File: src/rtl/clock_monitor.sv
// Measures high/low time and period of an asynchronous square wave in CLK cycles,
// checks each half-period against EXP_HALF +/- TOL and flags a stuck input.
module clock_monitor #(
  parameter int CNT_W    = 16,
  parameter int EXP_HALF = 5,
  parameter int TOL      = 1,
  parameter int TIMEOUT  = 1000
) (
  input  logic             CLK,
  input  logic             RESET,
  input  logic             SIG_IN,
  output logic [CNT_W-1:0] HIGH_T,
  output logic [CNT_W-1:0] LOW_T,
  output logic [CNT_W:0]   PERIOD,
  output logic             MEAS_VALID,
  output logic             IN_TOL,
  output logic             STUCK
);

  localparam logic [CNT_W-1:0] TO_C  = CNT_W'(TIMEOUT);
  localparam logic [CNT_W-1:0] EXP_C = CNT_W'(EXP_HALF);
  localparam logic [CNT_W-1:0] TOL_C = CNT_W'(TOL);

  typedef enum logic [1:0] {IDLE, WAIT_F, MEAS_L, MEAS_H} state_t;

  state_t           r_state, w_nxt;
  logic             r_s1, r_sig_s, r_sig_d;
  logic [CNT_W-1:0] r_cnt;
  logic [CNT_W-1:0] r_high, r_low;
  logic [CNT_W:0]   r_period;
  logic             r_valid, r_in_tol, r_stuck;

  logic             w_rise, w_fall, w_edge, w_timeout;
  logic             w_cap_high, w_publish;
  logic [CNT_W:0]   w_period;
  logic             w_tol_ok;

  // Unsigned-safe |v - EXP_HALF| <= TOL: subtract in whichever order cannot wrap.
  function automatic logic near(input logic [CNT_W-1:0] v);
    if (v >= EXP_C) near = (v - EXP_C) <= TOL_C;
    else            near = (EXP_C - v) <= TOL_C;
  endfunction

  always_ff @(posedge CLK) begin
    if (RESET) begin
      r_s1    <= 1'b0;
      r_sig_s <= 1'b0;
      r_sig_d <= 1'b0;
    end else begin
      r_s1    <= SIG_IN;
      r_sig_s <= r_s1;
      r_sig_d <= r_sig_s;
    end
  end

  assign w_rise    = r_sig_s & ~r_sig_d;
  assign w_fall    = ~r_sig_s & r_sig_d;
  assign w_edge    = w_rise | w_fall;
  // An edge arriving exactly when the counter saturates takes priority over the timeout.
  assign w_timeout = ~w_edge && (r_cnt == TO_C);

  always_ff @(posedge CLK) begin
    if (RESET)               r_cnt <= '0;
    else if (w_edge)         r_cnt <= CNT_W'(1);
    else if (r_cnt < TO_C)   r_cnt <= r_cnt + CNT_W'(1);
  end

  always_ff @(posedge CLK) begin
    if (RESET) r_state <= IDLE;
    else       r_state <= w_nxt;
  end

  always_comb begin
    w_nxt      = r_state;
    w_cap_high = 1'b0;
    w_publish  = 1'b0;
    if (w_timeout) begin
      w_nxt = IDLE;
    end else begin
      case (r_state)
        IDLE:   if (w_rise) w_nxt = WAIT_F;
        WAIT_F: if (w_fall) begin w_cap_high = 1'b1; w_nxt = MEAS_L; end
        MEAS_L: if (w_rise) begin w_publish  = 1'b1; w_nxt = MEAS_H; end
        MEAS_H: if (w_fall) begin w_cap_high = 1'b1; w_nxt = MEAS_L; end
        default: w_nxt = IDLE;
      endcase
    end
  end

  assign w_period = {1'b0, r_high} + {1'b0, r_cnt};
  assign w_tol_ok = near(r_high) && near(r_cnt);

  always_ff @(posedge CLK) begin
    if (RESET) begin
      r_high   <= '0;
      r_low    <= '0;
      r_period <= '0;
      r_valid  <= 1'b0;
      r_in_tol <= 1'b0;
      r_stuck  <= 1'b0;
    end else begin
      r_valid <= w_publish;
      if (w_cap_high) r_high <= r_cnt;
      if (w_publish) begin
        r_low    <= r_cnt;
        r_period <= w_period;
        r_in_tol <= w_tol_ok;
      end
      if (w_timeout) begin
        r_in_tol <= 1'b0;
        r_stuck  <= 1'b1;
      end else if (w_edge) begin
        r_stuck  <= 1'b0;
      end
    end
  end

  assign HIGH_T     = r_high;
  assign LOW_T      = r_low;
  assign PERIOD     = r_period;
  assign MEAS_VALID = r_valid;
  assign IN_TOL     = r_in_tol;
  assign STUCK      = r_stuck;

endmodule

File: config.mk
export PLATFORM = sky130hd
export DESIGN_NAME = clock_monitor
export DESIGN_NICKNAME = d
export VERILOG_FILES = /design/src/rtl/clock_monitor.sv
export SDC_FILE = /design/constraint.sdc
export NUM_CORES = 1
export LEC_CHECK = 0
export CORE_MARGIN = 10
export CORE_UTILIZATION = 55
export CTS_CLUSTER_SIZE = 20
export DETAILED_ROUTE_END_ITERATION = 10
export DONT_BUFFER_PORTS = 1
export GPL_ROUTABILITY_DRIVEN = 0
export GPL_TIMING_DRIVEN = 1
export PLACE_DENSITY = 0.69
export RECOVER_POWER = 50
export SKIP_CTS_REPAIR_TIMING = 1
export SYNTH_ARGS = -nofsm -noshare
export SYNTH_HDL_FRONTEND = slang
export SYNTH_SLANG_ARGS = --single-unit
export TNS_END_PERCENT = 20
File: constraint.sdc
create_clock -name CLK -period 3.05 [get_ports CLK]
set_clock_uncertainty 0.05 [all_clocks]
set_input_delay 0.915 -clock CLK [delete_from_list [all_inputs] [get_ports CLK]]
set_output_delay 0.915 -clock CLK [all_outputs]
set_load 0.1 [all_outputs]
==> results_dict.tcl, run 1 <==
set metrics [dict create \
    drt_iter0_drc 229 \
    yosys.area.top_type_share 0.363 \
    grt_setup_unrepaired "no" \
    grt_pass1_wl_mm 17.4 \
    clkTransAtPathRegs_ps 80 \
    r2r-end "PERIOD[16]" \
    drive_gt1_frac 0.112 \
    p_clk_frac 0.476 \
    avgSynthCellArea_um2 8.31 \
    whs_endpoint "PERIOD[4]" \
    crit_fanout 9 \
    finalSetupViolCount 0 \
    met1_usage 0.222 \
    slew_violations 37 \
    setup_ws_ps 299 \
    final_common_cell "nand2_1" \
    r2r_start "r_cnt[0]" \
    post-route-util 0.638 \
    ys_seq_area_frac 0.363 \
    peakVddDrop_mv 0.281 \
    htree_levels 3 \
    wl_per_cell_um 16.5 \
    cts_buffer_depth 2 \
    clkSinkCount 73 \
    crit_required_ps 3300 \
    synthArstFlopShare 0 \
    reg2reg_slack_ps 300 \
    seqPwrFrac 0.496 \
    violations "max-capacitance violations, max-slew violations" \
    synthFlopType "dfxtp_1" \
    register_area_um2 1460 \
    yosys_warnings 0 \
    fillers 653 \
    grt_pass1_vias 3465 \
    antenna_found_initial 0 \
    numPlacedInstances 622 \
    drv_cap 1 \
    start_util 0.560 \
    hold_violations 0 \
    cts_tree "done" \
    worst_ep_arrival_time_ps 3000 \
    reg2reg_depth 10 \
    p_int_w 0.00154 \
    finalSetupTns_ps 0 \
    min_period_ps 2750 \
    synth_top_area_cell "dfxtp_1" \
    switching_share 0.211 \
    fp.coreArea_um2 7180 \
    dpl.hpwl_mm 7.69 \
    ys_top_cells_by_area "dfxtp_1 36%, ha_1 8.7%, nand2_1 6.8%" \
    crit_type "reg -> reg" \
    vias_per_cell 5.68 \
    ant_nets 0 \
    syn_area_um2 4020 \
    grtUsageMet3 0.0463 \
    fp.dieH_um 106 \
    groute.layer.met2.usage 0.312 \
    slew_headroom -0.0510 \
    routed_wl_mm 10.5 \
    grt_overflow 0 \
    switching_power_w 0.000412 \
    comb_power_share 0.028 \
    powerDensity_nw_per_um2 426 \
    top_usage_layer "met2" \
    cts-root-buf "clkbuf_8" \
    ys_ff_latch 73 \
    finalCritPeriodShare 0.902 \
    tightest_slew_ps 1580 \
    first_pass_iters 4 \
    antenna_cells 0 \
    max_freq_mhz 364 \
    status "finished, violations left" \
    worstSetupEndpointType "flip-flop" \
    die-area_um2 11100 \
    final_cell_mix "73 x nand2_1, 72 x dfxtp_1, 50 x a21oi_1" \
    syn-instance-count 484 \
    cp-start-kind "flip-flop" \
    hold_start "PERIOD[4]" \
    cts_buffers 9 \
    core.rowCount 31 \
    worstSkewPairLatency_ps 360 \
    die_width_um 106 \
    syn_to_final_growth_pct 13.9 \
    ys_types 59 \
    grt_usage 0.189 \
    whs_path_depth 2 \
    fin_cells 637 \
    final_nets 566 \
    hold_path_class "reg -> reg" \
    io_buffer_count 0 \
    syn_nets 516 \
    pre_cts_ws_ps 349 \
    p_leak_nw 1.83 \
    drc_errors 0 \
    synth_edf_count 0 \
    grt_start_max_net_pins 58 \
    pin_count 55 \
    multiInputGateArea_um2 2330 \
    placed_area_um2 4480 \
    vias 3620 \
    final_area_um2 4580 \
]
-- through the flow --
step | hold WS, ps | power [W]
global route | 433 | 0.00202
detailed placement | 379 | 0.00104
global placement | 366 | 0.00104
finish | 396 | 0.00195
CTS | 401 | 0.00197
floorplan | 364 | 0.00104
-- power by group through the flow --
stage / sequential [W] / clock [W] / combinational (W)
global route: 0.000970 / 0.000988 / 0.0000603
finish: 0.000969 / 0.000929 / 0.0000539
global placement: 0.000990 / 0 / 0.0000517
floorplan: 0.000988 / 0 / 0.0000494
detailed placement: 0.000991 / 0 / 0.0000526
CTS: 0.000969 / 0.000947 / 0.0000533
-- state kept, by name, indices dropped and copies added, names as in the netlist --
register	cells
PERIOD	17
STUCK	1
r_s1	1
HIGH_T	16
r_cnt	16
LOW_T	16
r_sig_s	1
r_state	2
r_sig_d	1
IN_TOL	1
MEAS_VALID	1
-- worst max-delay path by stage --
stage	start	endpoint	slack, ps	depth (start not counted)
5_1_grt	r_cnt[0]	PERIOD[16]	110	10
4_1_cts	r_cnt[0]	PERIOD[16]	310	10
2_1_floorplan	HIGH_T[0]	PERIOD[16]	0.5	10
3_5_place_dp	r_cnt[0]	PERIOD[16]	350	10
3_3_place_gp	r_cnt[0]	PERIOD[16]	430	10
6_report	r_cnt[0]	PERIOD[16]	300	10
-- area by class of cell --
cell class,instances,area share
Clock buffer,10,0.0300
Clock inverter,5,0.0227
Inverter,17,0.0139
Multi-Input combinational cell,369,0.508
Sequential cell,73,0.319
Tap cell,99,0.0270
Timing Repair Buffer,64,0.0787
-- critical path, cell delays in order (launching register included) --
cell	delay (ps)
dfxtp_1	510
ha_1	240
inv_1	60
fa_1	400
nor2b_1	180
o211ai_1	120
a31oi_1	370
a41oi_1	210
o21a_1	250
o2111a_1	240
nor2_1	70
-- cells in the mapped netlist, types with 4 or more instances --
cell type  number
a21o_1          7
a21oi_1        50
a31oi_1         7
and2_1          4
buf_6           5
clkbuf_1       14
dfxtp_1        73
ha_1           28
inv_1          17
mux2i_1        16
nand2_1        73
nand2b_1        4
nand3_1        12
nand3b_1        5
nand4_1         7
nor2_1         44
nor2_2          4
nor2b_1         7
nor4_1          8
o21a_1          4
o21ai_0        15
or3_1           7
xnor2_1        13
xor2_1          6
-- metal layers --
| layer | vias to the layer above | routed length, µm |
|---|---|---|
| met1 | 1679 | 4450 |
| met5 | - | 0 |
| li1 | 1800 | - |
| met4 | 0 | 270 |
| met2 | 120 | 5050 |
| met3 | 21 | 738 |
-- cells by family (layout without fill, tap and decap cells) --
family          after synthesis  count (layout)  share of synthesized area
fa+ha+maj                    29              29                     0.0921
simple gates                194             194                      0.241
mux                          16              16                     0.0398
flops                        73              73                      0.363
buf+inv                      42              96                     0.0535
xor+xnor                     19              19                     0.0414
compound gates              111             111                      0.169
No activity file was read; power rests on OpenSTA's default activity.
==> inputs of run 2 (changes only) <==
- ABC_AREA: not set -> 1
==> run 2 against run 1 <==
Against the previous run: the run now ends clean; critical path depth fell by 9; wire length rose by 15%; combinational power rose by 120%; register-to-register slack improved by 200 ps; global-route usage rose by 2.2 points; count of clock-buffer cells in the layout fell by 1; design area rose by 6.2%; worst setup slack improved by 170 ps; final cell count rose by 25%; sequential power barely moved; critical path type is now reg -> out; largest cell class unchanged.
==> results_dict.tcl, run 2 <==
set metrics [dict create \
    status "finished, final reports clean" \
    synth_top_area_cell "dfxtp_1" \
    reg2reg_depth 8 \
    syn_area_um2 4340 \
    wl_per_cell_um 15.2 \
    core.rowCount 32 \
    yosys_warnings 0 \
    powerDensity_nw_per_um2 373 \
    dr_wl_met2_mm 5.82 \
    hold_ws_ps 360 \
    largest_reg_flops 17 \
    cp.depth 1 \
    crit_fanout 2 \
    syn_nets 674 \
    min_period_ps 2580 \
    grt_setup_unrepaired "no" \
    dpl.hpwl_mm 9.33 \
    grt_pass1_wl_mm 20.1 \
    tightest_slew_ps 1310 \
    slowest_delay_ps 950 \
    syn_to_final_growth_pct 12.1 \
    drive_gt1_frac 0.104 \
    yosys.area.top_type_share 0.337 \
    hold_path_class "reg -> reg" \
    die-area_um2 11800 \
    synth_edf_count 0 \
    slew_violations 0 \
    io_buffer_count 0 \
    clkSinkCount 73 \
    reg2reg_slack_ps 500 \
    ys_top_cells_by_area "dfxtp_1 34%, nand2_1 11%, nor2_1 9.5%" \
    grt_pass1_vias 4192 \
    routed_wl_mm 12.1 \
    max_freq_mhz 387 \
    worst_ep_arrival_time_ps 1620 \
    final_common_cell "nand2_1" \
    finalCritPeriodShare 0.848 \
    ys_seq_area_frac 0.337 \
    crit_required_ps 2080 \
    drv_cap 0 \
    clkTransAtPathRegs_ps 90 \
    first_pass_iters 5 \
    p_leak_nw 2.41 \
    ys_types 35 \
    syn-instance-count 642 \
    grt_usage 0.211 \
    cts-root-buf "clkbuf_8" \
    r2r_start "r_cnt[2]" \
    final_cell_mix "124 x nand2_1, 110 x nor2_1, 74 x inv_1" \
    yosys-top-cells-count "124 x nand2_1, 110 x nor2_1, 74 x inv_1" \
    drc_errors 0 \
    htree_levels 3 \
    pin_count 55 \
    avgSynthCellArea_um2 6.76 \
    placed_area_um2 4780 \
    hold_violations 0 \
    path_buf_inv 1 \
    vias 4276 \
    post-route-util 0.633 \
    top_layer "met4" \
    start_util 0.565 \
    antenna_found_initial 0 \
    finalSetupTns_ps 0 \
    drt_iter0_drc 230 \
    final_area_um2 4870 \
    cts_buffers 9 \
    synthArstFlopShare 0 \
    antenna_cells 0 \
    slew_headroom 0.128 \
    cp_cell_sequence "clkbuf_1" \
    fp.dieH_um 109 \
    final_nets 721 \
    peakVddDrop_mv 0.286 \
    synth_most_common_cell "nand2_1" \
    ant_nets 0 \
    ys_ff_latch 73 \
    setup.worst_path.end "LOW_T[1]" \
    worstSkewPairLatency_ps 350 \
    vias_per_cell 5.37 \
    grt_start_max_net_pins 31 \
    cts_tree "done" \
    route.met3.wl_mm 1.11 \
    die_width_um 109 \
    crit_type "reg -> out" \
    slowest_stage "clkbuf_1" \
    grt_overflow 0 \
    wl_met1_mm 4.81 \
    synthFlopType "dfxtp_1" \
    cp-start-kind "flip-flop" \
    finalSetupViolCount 0 \
    cts_buffer_depth 2 \
    r2r-end "HIGH_T[11]" \
    fp.coreArea_um2 7690 \
    worstSetupEndpointType "primary output" \
    setup.worst_path.start "LOW_T[1]" \
    crit_family "buffers and inverters" \
]
-- run 2: cell count changes after synthesis, moves of 8 or more --
cell	change
xnor2_1	-10
nor2_1	+66
o21ai_0	+39
o21ai_1	+15
nor4_1	-8
a21oi_2	+11
inv_1	+57
mux2i_1	-16
nand2_1	+51
nand3_1	+14
-- run 2: worst min-delay path by stage --
stage	cells after the start	from	endpoint	slack, ps
6_report	2	r_s1	r_sig_s	360
5_1_grt	2	r_s1	r_sig_s	380
4_1_cts	2	r_s1	r_sig_s	360
3_5_place_dp	2	r_s1	r_sig_s	350
3_3_place_gp	2	r_s1	r_sig_s	340
2_1_floorplan	2	r_s1	r_sig_s	340
-- run 2: per-stage QoR --
stage	power [W]	worst slack, ps	std cells
after global placement	0.00111	595	780
after CTS	0.00183	555	796
after global routing	0.00189	325	796
final	0.00182	465	796
after floorplan	0.00108	102	642
after detailed placement	0.00111	582	780
-- run 2: worst reg2reg max path, delay by kind of cell, from the launching register on --
kind	cells	cell delay, ps
AND/OR/NAND/NOR	4	1240
buffers and inverters	1	240
AO/OA/AOI/OAI	2	330
adder cells (fa/ha/maj)	1	230
flip-flops	1	410
-- run 2: layout make-up --
cell class	count	area, µm²
Sequential cell	73	1460
Clock inverter	7	61.3
Multi-Input combinational cell	473	2480
Timing Repair Buffer	56	323
Tap cell	102	128
Inverter	76	285
Clock buffer	9	124
Fill cell	742	2820
-- run 2: metal layers --
layer / vias up / GRT usage
li1: 2177 / -
met1: 1914 / 0.241
met2: 152 / 0.359
met3: 33 / 0.0555
met4: 0 / 0.103
met5: - / 0
-- run 2: logic make-up (layout without fill, tap and decap cells) --
| group | after synthesis | count (layout) | share of synthesized area |
|---|---|---|---|
| fa+ha+maj | 29 | 29 | 0.0853 |
| buf+inv | 96 | 148 | 0.0925 |
| flops | 73 | 73 | 0.337 |
| xor+xnor | 12 | 12 | 0.0242 |
| compound gates | 147 | 147 | 0.186 |
| simple gates | 285 | 285 | 0.275 |
-- run 2: power by group --
part | switching, W | internal [W]
Combinational | 0.0000820 | 0.0000350
Clock | 0.000420 | 0.000311
Sequential | 0.00000965 | 0.000960
Total | 0.000512 | 0.00131
